$ cat src/rtl/pll_lock_reset_pkg.sv
// Shared types and constants for the PLL lock / reset sequencer.
package pll_lock_reset_pkg;

  typedef enum logic [2:0] {
    StWaitLock  = 3'd0,
    StStabilise = 3'd1,
    StFabricUp  = 3'd2,
    StRun       = 3'd3,
    StSoftRst   = 3'd4
  } state_e;

  localparam int unsigned LOSS_CNT_W = 8;
  localparam logic [LOSS_CNT_W-1:0] LOSS_CNT_MAX = 8'd255;

endpackage

$ cat src/rtl/bit_sync.sv
// Single-bit multi-flop synchroniser with synchronous active-high reset; output 0 in reset.
module bit_sync #(
  parameter int unsigned SYNC_STAGES = 2
) (
  input  logic CLK,
  input  logic RESET,
  input  logic data_i,
  output logic sync_o
);

  if (SYNC_STAGES < 2) begin : g_bad_stages
    $error("bit_sync: SYNC_STAGES must be >= 2");
  end

  logic [SYNC_STAGES-1:0] sync_q;

  always_ff @(posedge CLK) begin
    if (RESET) begin
      sync_q <= '0;
    end else begin
      sync_q <= {sync_q[SYNC_STAGES-2:0], data_i};
    end
  end

  assign sync_o = sync_q[SYNC_STAGES-1];

endmodule

$ cat src/rtl/pll_lock_reset_sequencer.sv
// Filters the CCC LOCK flag and sequences fabric and core resets, with core-only soft reset.
module pll_lock_reset_sequencer
  import pll_lock_reset_pkg::*;
#(
  parameter int unsigned SYNC_STAGES   = 2,
  parameter int unsigned STABLE_CYCLES = 1024,
  parameter int unsigned CORE_DELAY    = 64,
  parameter int unsigned SOFT_CYCLES   = 16,
  parameter int unsigned CNT_W         = 16
) (
  input  logic                  CLK,
  input  logic                  RESET,
  input  logic                  LOCK,
  input  logic                  SOFT_RESET_REQ,
  output logic                  FABRIC_RESET_N,
  output logic                  CORE_RESET_N,
  output logic                  PLL_READY,
  output logic [LOSS_CNT_W-1:0] LOCK_LOSS_COUNT
);

  localparam int unsigned MaxA = (STABLE_CYCLES > CORE_DELAY) ? STABLE_CYCLES : CORE_DELAY;
  localparam int unsigned MaxCycles = (MaxA > SOFT_CYCLES) ? MaxA : SOFT_CYCLES;
  localparam bit CntTooSmall = (CNT_W == 0) ||
                               ((CNT_W < 32) && (64'(MaxCycles) > ((64'd1 << CNT_W) - 64'd1)));

  if (SYNC_STAGES < 2) begin : g_bad_sync
    $error("pll_lock_reset_sequencer: SYNC_STAGES must be >= 2");
  end
  if (STABLE_CYCLES < 1 || CORE_DELAY < 1 || SOFT_CYCLES < 1) begin : g_bad_cycles
    $error("pll_lock_reset_sequencer: cycle parameters must be >= 1");
  end
  if (CntTooSmall) begin : g_bad_cnt
    $error("pll_lock_reset_sequencer: CNT_W too small for the cycle parameters");
  end

  localparam logic [CNT_W-1:0] StableLast = CNT_W'(STABLE_CYCLES - 1);
  localparam logic [CNT_W-1:0] CoreLast   = CNT_W'(CORE_DELAY - 1);
  localparam logic [CNT_W-1:0] SoftLast   = CNT_W'(SOFT_CYCLES - 1);

  logic                  lock_s;
  state_e                state_q, state_d;
  logic [CNT_W-1:0]      cnt_q, cnt_d;
  logic                  lock_lost;
  logic                  fabric_rst_n_q, fabric_rst_n_d;
  logic                  core_rst_n_q, core_rst_n_d;
  logic                  ready_q, ready_d;
  logic [LOSS_CNT_W-1:0] loss_q, loss_d;

  bit_sync #(
    .SYNC_STAGES(SYNC_STAGES)
  ) u_lock_sync (
    .CLK    (CLK),
    .RESET  (RESET),
    .data_i (LOCK),
    .sync_o (lock_s)
  );

  always_ff @(posedge CLK) begin
    if (RESET) begin
      state_q <= StWaitLock;
      cnt_q   <= '0;
    end else begin
      state_q <= state_d;
      cnt_q   <= cnt_d;
    end
  end

  // Lock loss outranks everything once the fabric is up, including a soft request.
  always_comb begin
    state_d   = state_q;
    cnt_d     = cnt_q;
    lock_lost = 1'b0;
    unique case (state_q)
      StWaitLock: begin
        if (lock_s) begin
          state_d = StStabilise;
          cnt_d   = '0;
        end
      end
      StStabilise: begin
        if (!lock_s) begin
          state_d = StWaitLock;
          cnt_d   = '0;
        end else if (cnt_q == StableLast) begin
          state_d = StFabricUp;
          cnt_d   = '0;
        end else begin
          cnt_d = cnt_q + CNT_W'(1);
        end
      end
      StFabricUp: begin
        if (!lock_s) begin
          state_d   = StWaitLock;
          cnt_d     = '0;
          lock_lost = 1'b1;
        end else if (cnt_q == CoreLast) begin
          state_d = StRun;
          cnt_d   = '0;
        end else begin
          cnt_d = cnt_q + CNT_W'(1);
        end
      end
      StRun: begin
        if (!lock_s) begin
          state_d   = StWaitLock;
          cnt_d     = '0;
          lock_lost = 1'b1;
        end else if (SOFT_RESET_REQ) begin
          state_d = StSoftRst;
          cnt_d   = '0;
        end
      end
      StSoftRst: begin
        if (!lock_s) begin
          state_d   = StWaitLock;
          cnt_d     = '0;
          lock_lost = 1'b1;
        end else if (cnt_q == SoftLast) begin
          state_d = StRun;
          cnt_d   = '0;
        end else begin
          cnt_d = cnt_q + CNT_W'(1);
        end
      end
      default: begin
        state_d = StWaitLock;
        cnt_d   = '0;
      end
    endcase
  end

  // Output registers are loaded from the next state so every output is a plain flop.
  always_comb begin
    fabric_rst_n_d = (state_d == StFabricUp) || (state_d == StRun) || (state_d == StSoftRst);
    core_rst_n_d   = (state_d == StRun);
    ready_d        = fabric_rst_n_d;
    loss_d         = loss_q;
    if (lock_lost && (loss_q != LOSS_CNT_MAX)) begin
      loss_d = loss_q + 8'd1;
    end
  end

  always_ff @(posedge CLK) begin
    if (RESET) begin
      fabric_rst_n_q <= 1'b0;
      core_rst_n_q   <= 1'b0;
      ready_q        <= 1'b0;
      loss_q         <= '0;
    end else begin
      fabric_rst_n_q <= fabric_rst_n_d;
      core_rst_n_q   <= core_rst_n_d;
      ready_q        <= ready_d;
      loss_q         <= loss_d;
    end
  end

  assign FABRIC_RESET_N  = fabric_rst_n_q;
  assign CORE_RESET_N    = core_rst_n_q;
  assign PLL_READY       = ready_q;
  assign LOCK_LOSS_COUNT = loss_q;

endmodule

$ cat config.mk
export PLATFORM = sky130hd
export DESIGN_NAME = pll_lock_reset_sequencer
export DESIGN_NICKNAME = d
export VERILOG_FILES = /design/src/rtl/pll_lock_reset_pkg.sv /design/src/rtl/bit_sync.sv /design/src/rtl/pll_lock_reset_sequencer.sv
export SDC_FILE = /design/constraint.sdc
export NUM_CORES = 1
export LEC_CHECK = 0
export ABC_AREA = 1
export CAP_MARGIN = 40
export CORE_UTILIZATION = 40
export CTS_BUF_LIST = sky130_fd_sc_hd__clkbuf_8
export DETAILED_ROUTE_END_ITERATION = 12
export HOLD_SLACK_MARGIN = 0.06
export PLACE_DENSITY = 0.69
export SLEW_MARGIN = 20
export SYNTH_ARGS = -nofsm -noshare
export SYNTH_HDL_FRONTEND = slang
export SYNTH_SLANG_ARGS = --single-unit
$ cat constraint.sdc
create_clock -name CLK -period 1.6 [get_ports CLK]
set_input_delay 0.4 -clock CLK [delete_from_list [all_inputs] [get_ports CLK]]
set_output_delay 0.4 -clock CLK [all_outputs]
set_load 0.05 [all_outputs]
==> Word level (Yosys, flattened, before mapping) <==
Index checks and enable logic that the tools add are counted.
{ "totals": {"register_bits": 31, "input_bits": 4, "output_inout_bits": 11, "word_cells": 49} }
{ "op_classes": {"add_sub_neg": 2, "eq_ne": 13, "mux": 22, "reduce_logical": 6} }
{ "ops": {"columns": ["cell", "n"], "rows": [
  ["two-way mux 16 bit", 9],
  ["case mux 16 bit (5 select lines)", 1],
  ["two-way mux 3 bit", 9],
  ["adder 16 x 1 -> 16 bit (second input constant)", 1],
  ["== test 16 x 10 -> 1 bit (second input constant)", 1],
  ["== test 16 x 4 -> 1 bit (second input constant)", 1],
  ["== test 16 x 6 -> 1 bit (second input constant)", 1],
  ["case mux 3 bit (5 select lines)", 1],
  ["== test 3 x 2 -> 1 bit (second input constant)", 4],
  ["adder 8 x 1 -> 8 bit (second input constant)", 1],
  ["!= test 8 bit (second input constant)", 1],
  ["== test 3 bit (second input constant)", 2],
  ["== test 3 x 1 -> 1 bit (second input constant)", 1],
  ["zero test 3 bit", 1],
  ["!= test 3 bit (second input constant)", 1],
  ["OR reduction 3 bit", 1],
  ["logical OR 1 bit", 2],
  ["two-way mux 1 bit", 2],
  ["!= test 2 x 1 -> 1 bit (second input constant)", 1],
  ["AND reduction 2 bit", 1],
  ["logical AND 1 bit", 1]
]} }

==> Longest topological paths before layout <==
{ "logic_depth": {"word_depth": 7, "ltp_mapped": 11, "ltp_nobuf": 11} }

==> Cells and area by module <==
A second synthesis with hierarchy kept.
{ "hier_totals": {"hier_cells": 290, "area_unflattened_um2": 1855.5} }
{ "by_module_without_submodules": {"columns": ["mod", "instances", "cells_per_inst", "area_per_inst_um2", "seq_area_each_um2"], "rows": [
  ["pll_lock_reset_sequencer", 1, 284, 1800.5, 580.6],
  ["bit_sync", 1, 6, 55.1, 40.0]
]} }

==> Least setup slack after synthesis <==
Ideal clock, no wire load.
{ "synth_path": {"kind": "reg-to-reg", "from": "register loss_q[1] (netlist: LOCK_LOSS_COUNT[1])", "to": "register loss_q[3] (netlist: LOCK_LOSS_COUNT[3])", "arrival_ps": 1575, "required_time_ps": 1530, "setup_slack_ps": -44, "path_stages_with_launch": 8, "synth_period_minus_slack_ps": 1644, "path_cell_list": "dfxtp_1 > ha_1 > nand4_1 > nand2_2 > inv_1 > nand3_1 > nand2_1 > a21oi_1"} }
{ "synth_between": {"elab_chain_len": 2} }
{ "synth_rtl": {"columns": ["element", "line_no", "source"], "rows": [
  ["start, declared", "pll_lock_reset_sequencer.sv:47", "logic [LOSS_CNT_W-1:0] loss_q, loss_d;"],
  ["start signal, assigned", "pll_lock_reset_sequencer.sv:153", "loss_q <= loss_d;"],
  ["parallel branches: the longest is 2 deep, another holds adder 8 x 1 -> 8 bit", null, null]
]} }
Parallel ways; which one is timed is not known.
A chain may end at the register's enable or synchronous reset.

==> Worst setup path after layout <==
{ "layout_path": {"from": "register cnt_q[0]", "to": "register cnt_q[9]"} }
{ "layout_between": {"elab_chain_len": 4} }
{ "layout_rtl": {"columns": ["element", "line_no", "source"], "rows": [
  ["start, declared", "pll_lock_reset_sequencer.sv:42", "logic [CNT_W-1:0] cnt_q, cnt_d;"],
  ["start signal, assigned", "pll_lock_reset_sequencer.sv:64", "cnt_q <= cnt_d;"],
  ["adder 16 x 1 -> 16 bit (tied with other cells)", "pll_lock_reset_sequencer.sv:88, pll_lock_reset_sequencer.sv:100, pll_lock_reset_sequencer.sv:122", null],
  ["two-way mux 16 bit, on equally long branches", "pll_lock_reset_sequencer.sv:118, pll_lock_reset_sequencer.sv:84, pll_lock_reset_sequencer.sv:96", null],
  ["two-way mux 16 bit, on equally long branches", "pll_lock_reset_sequencer.sv:114, pll_lock_reset_sequencer.sv:81, pll_lock_reset_sequencer.sv:92", null],
  ["case mux 16 bit (5 select lines) (*)", "pll_lock_reset_sequencer.sv:73", "unique case (state_q)"]
]} }
Every way passes the cells marked *; elsewhere a longest branch is shown, timed or not.

==> summary.md <==
| Metric | Value |
|---|---|
| Placed insts | between 300 and 400 |
| Reg2reg end | cnt_q[9]$_SDFFE_PP0P_ |
| EDFF count, synth | 0 |
| Top_reg_cell synth | dfxtp_1 |
| Grt ovf | 0 |
| Non-Filler Instances | 361 |
| RD Place Congestion | 0.898 |
| Yosys top cell area share | 35.0% |
| Lkg Pwr | between 0.001 and 0.0015 uW |
| Hold Path Class | flip-flop to flip-flop |
| Yosys Warn Count | 0 |
| CP arrival | 1700 ps |
| DRT Pass-1 Iters | 4 |
| Sequential area share after synthesis | between 30% and 40% |
| #FFs+latches synth | 31 |
| Most frequent cells in the layout | nand2_1 (53), nor2_1 (46), inv_1 (36) |
| Num CTS Buffers | 5 |
| Die height | 68.6 um |
| Layout cell share with drive strength beyond 1 | 23.8% |
| CTS Hold Buffers Added | 0 |
| Port bufs | 14 |
| Worst skew pair latency | around 280 ps |
| R2r startpoint | cnt_q[0]$_SDFFE_PP0P_ |
| Tmin final | 1530 ps |
| RSZ-0062 raised after global routing | yes |
| Worst path cell trace | ha_4 -> nand3_4 -> nor3_4 -> nand2_1 -> nand2_1 -> nand2_1 -> nand2_2 -> nand3_4 -> nand2_4 -> nor2_1 |
| Run status | finished clean |
| Max stage delay on crit path | between 300 and 400 ps |
| R2R setup slack | 70 ps |
| Synth area leader | dfxtp_1 |
| Clk_skew | approximately 4.4 ps |
| Final HPWL DP | around 3.2 mm |
| Die area | 0.00471 mm^2 |
| Most common cell after layout, fill and taps aside | nand2_1 |
| Hold Crit Start | u_lock_sync.sync_q[0]$_SDFF_PP0_ |
| Most frequent CP cell | nand2_1 |
| Antenna Violating Nets Remaining | 0 |
| CTS clk-pin slew, worst paths | 70 ps |
| Critical Path Source Type | flip-flop |
| Routed WL | 4.23 mm |
| Initial drt markers | 134 |
| Syn nets | 272 |
| Mapped Cells | 266 |
| Antenna violations before repair | 0 |
| Worst Hold Path EP | u_lock_sync.sync_q[1]$_SDFF_PP0_ |
| Number of vias per cell | 4.92 |
| Setup CP Type | flip-flop to flip-flop |
| I/O pin cnt | 15 |
| Die width | about 70 um |
| Max-cap viol count | 0 |
| CTS H-tree lvls | 2 |
| Worst vdd ir | 0.527 mV |
| Number of antenna cells inserted | 0 |
| Yosys cell types | 30 |
| Critical path peak fanout | 8 |
| Core ar. | 0.00412 mm^2 |
| Standard-cell rows | 23 |
| Relative slew margins | 76.6% |
| Largest net degree at the start of global routing | 15 |
| Worst-Margin Slew | approximately 350 ps |
| Clk buf depth | 2 |
| Slowest-stage cell, CP | dfxtp_2 |
| CP Capture Type | flip-flop |
| Clock root buffer | clkbuf_8 |
| Initial Util | 43.1% |
| Sum Neg Setup Slack | 0 ps |
| Total Routing Usage GR | 20.3% |
| First-pass GRT wire length | between 7 and 8 mm |
| Asr flop ratio synth | 0% |
| Max frequency | 0.653 GHz |
| Pins over their slew limit | 0 |
| Worst path required time | 1770 ps |
| Setup violators final | 0 |
| Mapped Avg Cell Area | 6.67 um^2 |
| Drt drc | 0 |
| Synth area leaders | dfxtp_1 (35%), nand2_1 (11%), nor2_1 (11%), inv_1 (7.6%), nand3_1 (7.3%) |
| Power per cell area | around 680 mW/mm^2 |
| Vias in the first global route | 1655 |
| Hold WS | approximately 410 ps |
| Area delta synth->final | 36.7% |
| WHS Path Cells | 2 |
| Total clock sinks | 31 |
| Avg WL per Cell | about 12 um |
| Final Cycle Share | 95.6% |
| Via count | 1776 |
| CTS tree | built |
| Cell depth of the worst flop-to-flop path | 10 |
| Post-Syn Area | 0.00177 mm^2 |
| Final hold vios | 0 |
| Fin nets | about 320 |
sequential cells by signal, summed over array words and instances (netlist names):
signal / count
LOCK_LOSS_COUNT: 8
u_lock_sync.sync_q: 2
state_q: 3
CORE_RESET_N: 1
cnt_q: 16
PLL_READY: 1
worst max path at each step:
stage | startpoint | end | slack, ps | cells past startpoint
2_1_floorplan | LOCK_LOSS_COUNT[3]$_SDFFE_PP0P_ | LOCK_LOSS_COUNT[3]$_SDFFE_PP0P_ | 20 | 8
3_3_place_gp | SOFT_RESET_REQ | cnt_q[14]$_SDFFE_PP0P_ | -210 | 10
3_5_place_dp | SOFT_RESET_REQ | cnt_q[14]$_SDFFE_PP0P_ | -210 | 10
4_1_cts | cnt_q[1]$_SDFFE_PP0P_ | cnt_q[9]$_SDFFE_PP0P_ | -20 | 10
5_1_grt | cnt_q[5]$_SDFFE_PP0P_ | cnt_q[9]$_SDFFE_PP0P_ | -60 | 9
6_report | cnt_q[0]$_SDFFE_PP0P_ | cnt_q[9]$_SDFFE_PP0P_ | 70 | 10
final cells by class:
type	instances	area, um^2
clock buffer	6	82.6
clock inverter	2	35.0
fill	380	1690
inverter	39	149
multi-input combinational	193	1020
sequential	31	627
tap	50	62.6
timing repair buffer	40	448
metrics by stage:
stage / power, uW / utilization, % / setup WS [ps] / area, um^2
6_report: 1650 / 58.9 / 69.7 / 2420
5_1_grt: 1710 / 58.9 / -58.9 / 2420
4_1_cts: 1660 / 58.3 / -21.0 / 2400
3_5_place_dp: 864 / 54.3 / -211 / 2240
3_3_place_gp: 863 / 54.3 / -212 / 2240
2_1_floorplan: 833 / - / 18.3 / 1780
per-layer routing:
metal | track usage, % | part of all wire (%)
met3 | 5.26 | 5.1
met1 | 23.2 | 44
met2 | 36.3 | 50
met5 | 0 | 0
met4 | 7.03 | 0.80
cells in the mapped netlist, types with 2 or more instances:
cell type and instances:
o21ai_0 7, a21oi_1 9, nand3_2 2, nand4_1 9, xor2_1 7, nand2_4 2
nor3_1 5, xnor2_1 3, nand3_1 26, dfxtp_1 31, nor2_1 50, inv_1 36
buf_4 2, nand2_2 4, nor3_2 2, ha_1 2, nand2_1 53, nor2_2 4
logic make-up after synthesis:
| group | count (synthesis) | synth area share, % |
|---|---|---|
| fa+ha+maj | 2 | 1.41 |
| xor+xnor | 10 | 4.94 |
| flops | 31 | 35.0 |
| buf+inv | 42 | 9.45 |
| simple gates | 160 | 42.7 |
| compound gates | 21 | 6.56 |
power breakdown:
part	internal (uW)	switching, uW	total (uW)
combinational	26.6	43.0	69.6
clock	504	296	799
sequential	775	2.00	777
repair_timing:
action | in CTS | in global routing
endpoints found under the setup margin | 17 | 19
buffers inserted | 3 | 1
gates resized for setup | 5 | 7
pin swaps | 9 | 7
gates cloned | 0 | 0
critical path, delay by kind of cell, from the launching register on:
family,cells,cell delay (ps)
AND/OR/NAND/NOR,9,910
flip-flops,1,360
adder cells (fa/ha/maj),1,160
Note: power is estimated with default switching activity, not from simulation.
